==> src/rtl/jag_bus_arbiter.sv <==
// Main-bus arbiter: grants the external bus to refresh, object processor, GPU/DSP or blitter,
// with the 68000 as default owner, one turnaround cycle between owners and a tenure timer.
module jag_bus_arbiter #(
  parameter int unsigned HOG_LIMIT = 16
) (
  input  logic       sys_clk,
  input  logic       reset,
  input  logic       clk_en,
  input  logic [3:0] breq,
  input  logic       dma_pri,
  input  logic       bus_hog,
  input  logic       cyc_active,
  input  logic       ack,
  output logic [3:0] back,
  output logic       cpu_gnt,
  output logic [2:0] owner,
  output logic       preempt
);

  typedef enum logic [1:0] {StCpu, StGrant, StTurn} state_e;

  localparam logic [4:0] HogLast  = 5'(HOG_LIMIT - 1);
  localparam logic [4:0] TimerMax = 5'd31;

  state_e     state_q, state_d;
  logic [1:0] own_q, own_d;
  logic [4:0] timer_q, timer_d;
  logic       pend_q, pend_d;
  logic [1:0] excl_q, excl_d;
  logic       excl_v_q, excl_v_d;
  logic [3:0] back_q, back_d;
  logic       cpu_gnt_q, cpu_gnt_d;
  logic [2:0] owner_q, owner_d;
  logic       preempt_q, preempt_d;

  logic       boundary;
  logic [3:0] others;
  logic       inc;
  logic       pend_cond;
  logic [3:0] cand;
  logic       win_v;
  logic [1:0] win_idx;

  assign boundary = ~cyc_active | ack;
  assign others   = breq & ~(4'b0001 << own_q);
  assign inc      = |others;

  // Timer reaching the limit (unless hogging is allowed) or a refresh request from another owner.
  assign pend_cond = (inc && (timer_q == HogLast) && !bus_hog) || (breq[0] && (own_q != 2'd0));

  always_comb begin
    cand = breq;
    if (excl_v_q) begin
      cand[excl_q] = 1'b0;
    end
    win_v   = |cand;
    win_idx = 2'd3;
    if (cand[0]) begin
      win_idx = 2'd0;
    end else if (dma_pri) begin
      if (cand[2])      win_idx = 2'd2;
      else if (cand[1]) win_idx = 2'd1;
    end else begin
      if (cand[1])      win_idx = 2'd1;
      else if (cand[2]) win_idx = 2'd2;
    end
  end

  always_comb begin
    state_d   = state_q;
    own_d     = own_q;
    timer_d   = timer_q;
    pend_d    = pend_q;
    excl_d    = excl_q;
    excl_v_d  = excl_v_q;
    preempt_d = 1'b0;

    unique case (state_q)
      StCpu: begin
        if ((|breq) && boundary) begin
          state_d  = StTurn;
          excl_v_d = 1'b0;
        end
      end
      StGrant: begin
        if (inc && (timer_q != TimerMax)) begin
          timer_d = timer_q + 5'd1;
        end
        if (pend_q && boundary) begin
          state_d  = StTurn;
          excl_d   = own_q;
          excl_v_d = 1'b1;
          pend_d   = 1'b0;
        end else if (!breq[own_q] && boundary) begin
          // A preempt condition arising on the release cycle still excludes the old owner.
          state_d  = StTurn;
          excl_d   = own_q;
          excl_v_d = pend_cond;
          pend_d   = 1'b0;
        end else if (!pend_q && pend_cond) begin
          pend_d    = 1'b1;
          preempt_d = 1'b1;
        end
      end
      StTurn: begin
        excl_v_d = 1'b0;
        timer_d  = 5'd0;
        if (win_v) begin
          state_d = StGrant;
          own_d   = win_idx;
        end else begin
          state_d = StCpu;
        end
      end
      default: begin
        state_d = StCpu;
      end
    endcase

    back_d    = 4'b0000;
    cpu_gnt_d = 1'b0;
    owner_d   = 3'd7;
    if (state_d == StGrant) begin
      back_d  = 4'b0001 << own_d;
      owner_d = {1'b0, own_d};
    end else if (state_d == StCpu) begin
      cpu_gnt_d = 1'b1;
      owner_d   = 3'd4;
    end
  end

  always_ff @(posedge sys_clk or posedge reset) begin
    if (reset) begin
      state_q   <= StCpu;
      own_q     <= 2'd0;
      timer_q   <= 5'd0;
      pend_q    <= 1'b0;
      excl_q    <= 2'd0;
      excl_v_q  <= 1'b0;
      back_q    <= 4'b0000;
      cpu_gnt_q <= 1'b1;
      owner_q   <= 3'd4;
      preempt_q <= 1'b0;
    end else if (clk_en) begin
      state_q   <= state_d;
      own_q     <= own_d;
      timer_q   <= timer_d;
      pend_q    <= pend_d;
      excl_q    <= excl_d;
      excl_v_q  <= excl_v_d;
      back_q    <= back_d;
      cpu_gnt_q <= cpu_gnt_d;
      owner_q   <= owner_d;
      preempt_q <= preempt_d;
    end
  end

  assign back    = back_q;
  assign cpu_gnt = cpu_gnt_q;
  assign owner   = owner_q;
  assign preempt = preempt_q;

endmodule

==> config.mk <==
export PLATFORM = sky130hd
export DESIGN_NAME = jag_bus_arbiter
export DESIGN_NICKNAME = d
export VERILOG_FILES = /design/src/rtl/jag_bus_arbiter.sv
export SDC_FILE = /design/constraint.sdc
export NUM_CORES = 1
export LEC_CHECK = 0
export ABC_AREA = 1
export BUFFER_PORTS_ARGS = -buffer_cell sky130_fd_sc_hd__buf_2
export CORE_MARGIN = 2
export CORE_UTILIZATION = 44
export DETAILED_ROUTE_END_ITERATION = 10
export PLACE_DENSITY_LB_ADDON = 0.08
export RECOVER_POWER = 100
export SLEW_MARGIN = 20
export SYNTH_ARGS = -nofsm -noshare
export SYNTH_HDL_FRONTEND = slang
export SYNTH_SLANG_ARGS = --single-unit
==> constraint.sdc <==
create_clock -name sys_clk -period 1.95 [get_ports sys_clk]
set_clock_uncertainty 0.15 [all_clocks]
set_input_delay 0.2925 -clock sys_clk [delete_from_list [all_inputs] [get_ports sys_clk]]
set_output_delay 0.2925 -clock sys_clk [all_outputs]
set_load 0.02 [all_outputs]
==> results_dict.tcl <==
set metrics [dict create \
    synthMuxAreaShare_pct 0 \
    required_ns 2.02 \
    stdcell_count 262 \
    fmax_mhz 556 \
    dp_hpwl_mm 2.47 \
    slew_violations 0 \
    syn_area_per_cell_um2 7.20 \
    post_drt_wl_per_cell_um 11.5 \
    vias 1281 \
    critPathCaptureType "register" \
    cts_buffers 3 \
    slew_headroom_pct 62.7 \
    synth_fp_nets 207 \
    syn_to_final_growth_pct 13.1 \
    drc 0 \
    synth_fa_ha_area_share_pct 2.70 \
    crit_type "register to register" \
    port_buffers 19 \
    synth_area_um2 1390 \
    drtIter0Drc 51 \
    synth_top_area_cell "dfrtp_1" \
    finalCritPeriodShare_pct 92.2 \
    dp_cells 257 \
    yosys_warnings 0 \
    drt_pass1_iterations 4 \
    power_switching_mw 0.940 \
    die_area_um2 3620 \
    r2r_slack_ns 0.15 \
    status "completed" \
    synth-seq-cells 22 \
    synth-xor-area-share_pct 0.630 \
    p_leak_nw 0.853 \
    cts_tree "built" \
    ios 20 \
    cp.arrival_ns 1.86 \
    clkPwrFrac_pct 16.8 \
    clock-root-buffer "clkbuf_4" \
    synth_compound_area_share_pct 10.4 \
    fp.dieW_um 60.2 \
    drive_gt1_share_pct 17.9 \
    gp_congestion 0.721 \
    syn_inst 193 \
    startpoint_type "register" \
    grt_pass1_vias 1197 \
    ctsHtreeMaxLevel 1 \
    initial_core_util_pct 45.9 \
    hold_ws_ns 0.119 \
    synth_area_leaders "dfrtp_1, nand2_1, nand3_1, inv_1, nor2_1" \
    finalSetupViolCount 0 \
    rows 20 \
    worstSkewPairLatency_ns 0.31 \
    grt_max_degree 23 \
    die_h_um 60.2 \
    synth_top_cell_area_share_pct 36.0 \
    ys_types 27 \
    antenna_found_initial 0 \
    clockBufferDepth 2 \
    hold_path_class "input pin to register" \
    cap_violations 0 \
    ys_seq_area_share_pct 39.8 \
    num-nets-final 233 \
    synth-simple-area-share_pct 38.3 \
    p_int_mw 1.15 \
    drt-total-wl_mm 3.01 \
    powerDensity_nw_per_um2 1330 \
    p_comb_share_pct 45.1 \
    overflow 0 \
    path_clk_slew_ns 0.13 \
    total_power_mw 2.09 \
    seqPwrFrac_pct 38.1 \
    coreArea_um2 3030 \
    viasPerCell 4.89 \
    fin_crit_ns 1.80 \
    cp_max_fo 5 \
    rsz0062_at_grt "false" \
    hold_viol 0 \
    tightestPinTransition_ns 0.559 \
    cts_resized 0 \
    drtAntennaViolNets 0 \
    netSwitchingFraction_pct 44.9 \
    ir_drop_mv 0.532 \
    finalSetupTns_ns 0 \
    synth_top_family_by_area "simple AND/OR/NAND/NOR gates" \
    cts_sinks 22 \
    grt.total_usage_pct 19.2 \
    grt_pass1_wl_mm 5.20 \
    antennaDiodeCount 0 \
]
-- power groups by stage --
stage	clock, mW	sequential, mW	combinational [mW]
after global placement	0	0.797	0.980
after global routing	0.384	0.830	1.09
final	0.351	0.798	0.944
after CTS	0.362	0.797	1.01
after detailed placement	0	0.807	1.01
after floorplan	0	0.877	0.666
-- flip-flops by register name, indices dropped and copies added, names as in the netlist --
register and count:
timer_q 5, back 4, owner 3, excl_q 2, own_q 2, state_q 2, cpu_gnt 1, excl_v_q 1
pend_q 1, preempt 1
-- per-layer routing --
metal / global-route usage, % / wire [µm]
met1: 24.7 / 1410
met5: 0 / 0
met2: 33.9 / 1520
met4: 5.71 / 13
met3: 1.95 / 63
-- layout make-up --
cell class / count / area [µm²]
well taps: 44 / 55.1
flip-flops and latches: 22 / 553
fillers: 307 / 1460
multi-input cells: 142 / 697
repair buffers: 22 / 106
inverters: 28 / 108
clock inverters: 1 / 30.0
clock buffers: 3 / 22.5
-- metrics by stage --
step	setup slack, ns	utilization (%)	cell area, µm²
2_1_floorplan	0.315	-	1390
3_3_place_gp	0.261	51.2	1550
3_5_place_dp	0.195	51.2	1550
4_1_cts	0.174	53.3	1610
5_1_grt	0.0357	51.9	1570
6_report	0.152	51.9	1570
-- worst max-delay path: stages, from the launching register on --
cell	delay, ns
dfrtp_1	0.43
ha_1	0.22
nand2_1	0.08
nor2_1	0.06
ha_1	0.19
nor2_2	0.17
nand2_2	0.08
o21ai_2	0.13
inv_4	0.06
nand2_1	0.08
o21ai_2	0.05
-- placed cells by master, fill, tap and decap left out, drive strengths merged --
cell,instances
bufinv,1
clkbuf,13
dfstp,2
nor3,1
ha,3
nand3,20
a21oi,9
inv,28
xor2,1
o22ai,1
nand3b,1
nand2,66
buf,11
nor2,26
dlygate4sd3,1
dfrtp,20
o21ai,12
or2,1
nand4,1
-- final timing paths --
check | from | to | cells past startpoint
setup reg to reg | timer_q[0] | timer_q[2] | 10
hold reg to reg | cpu_gnt | cpu_gnt | 2
max in group asynchronous | reset | owner[2] | 4
min in group asynchronous | reset | timer_q[1] | 4
setup / recovery | timer_q[0] | timer_q[2] | 10
hold / removal | clk_en | owner[2] | 3
-- cell usage after synthesis --
cell       n
a21oi_1    7
a21oi_2    2
buf_2      1
dfrtp_1   20
dfstp_2    2
ha_1       3
inv_1     21
inv_2      6
inv_4      1
nand2_1   59
nand2_2    5
nand2_4    2
nand3_1   18
nand3_2    2
nand3b_1   1
nand4_1    1
nor2_1    20
nor2_2     4
nor2_4     2
nor3_1     1
o21ai_0    8
o21ai_1    1
o21ai_2    1
o21ai_4    2
o22ai_1    1
or2_2      1
xor2_1     1
-- timing repair --
item | in CTS | in global routing
endpoints found under the hold margin | 20 | 0
endpoints found under the setup margin | 0 | 0
hold buffers | 1 | 0
buffers inserted | 0 | 0
-- cell families (layout without fill, tap and decap cells) --
logic type      after synthesis  in the layout
compound gates               22             22
buf+inv                      29             54
fa+ha+maj                     3              3
flops                        22             22
simple gates                116            116
xor+xnor                      1              1
(Power assumes the default switching activity.)
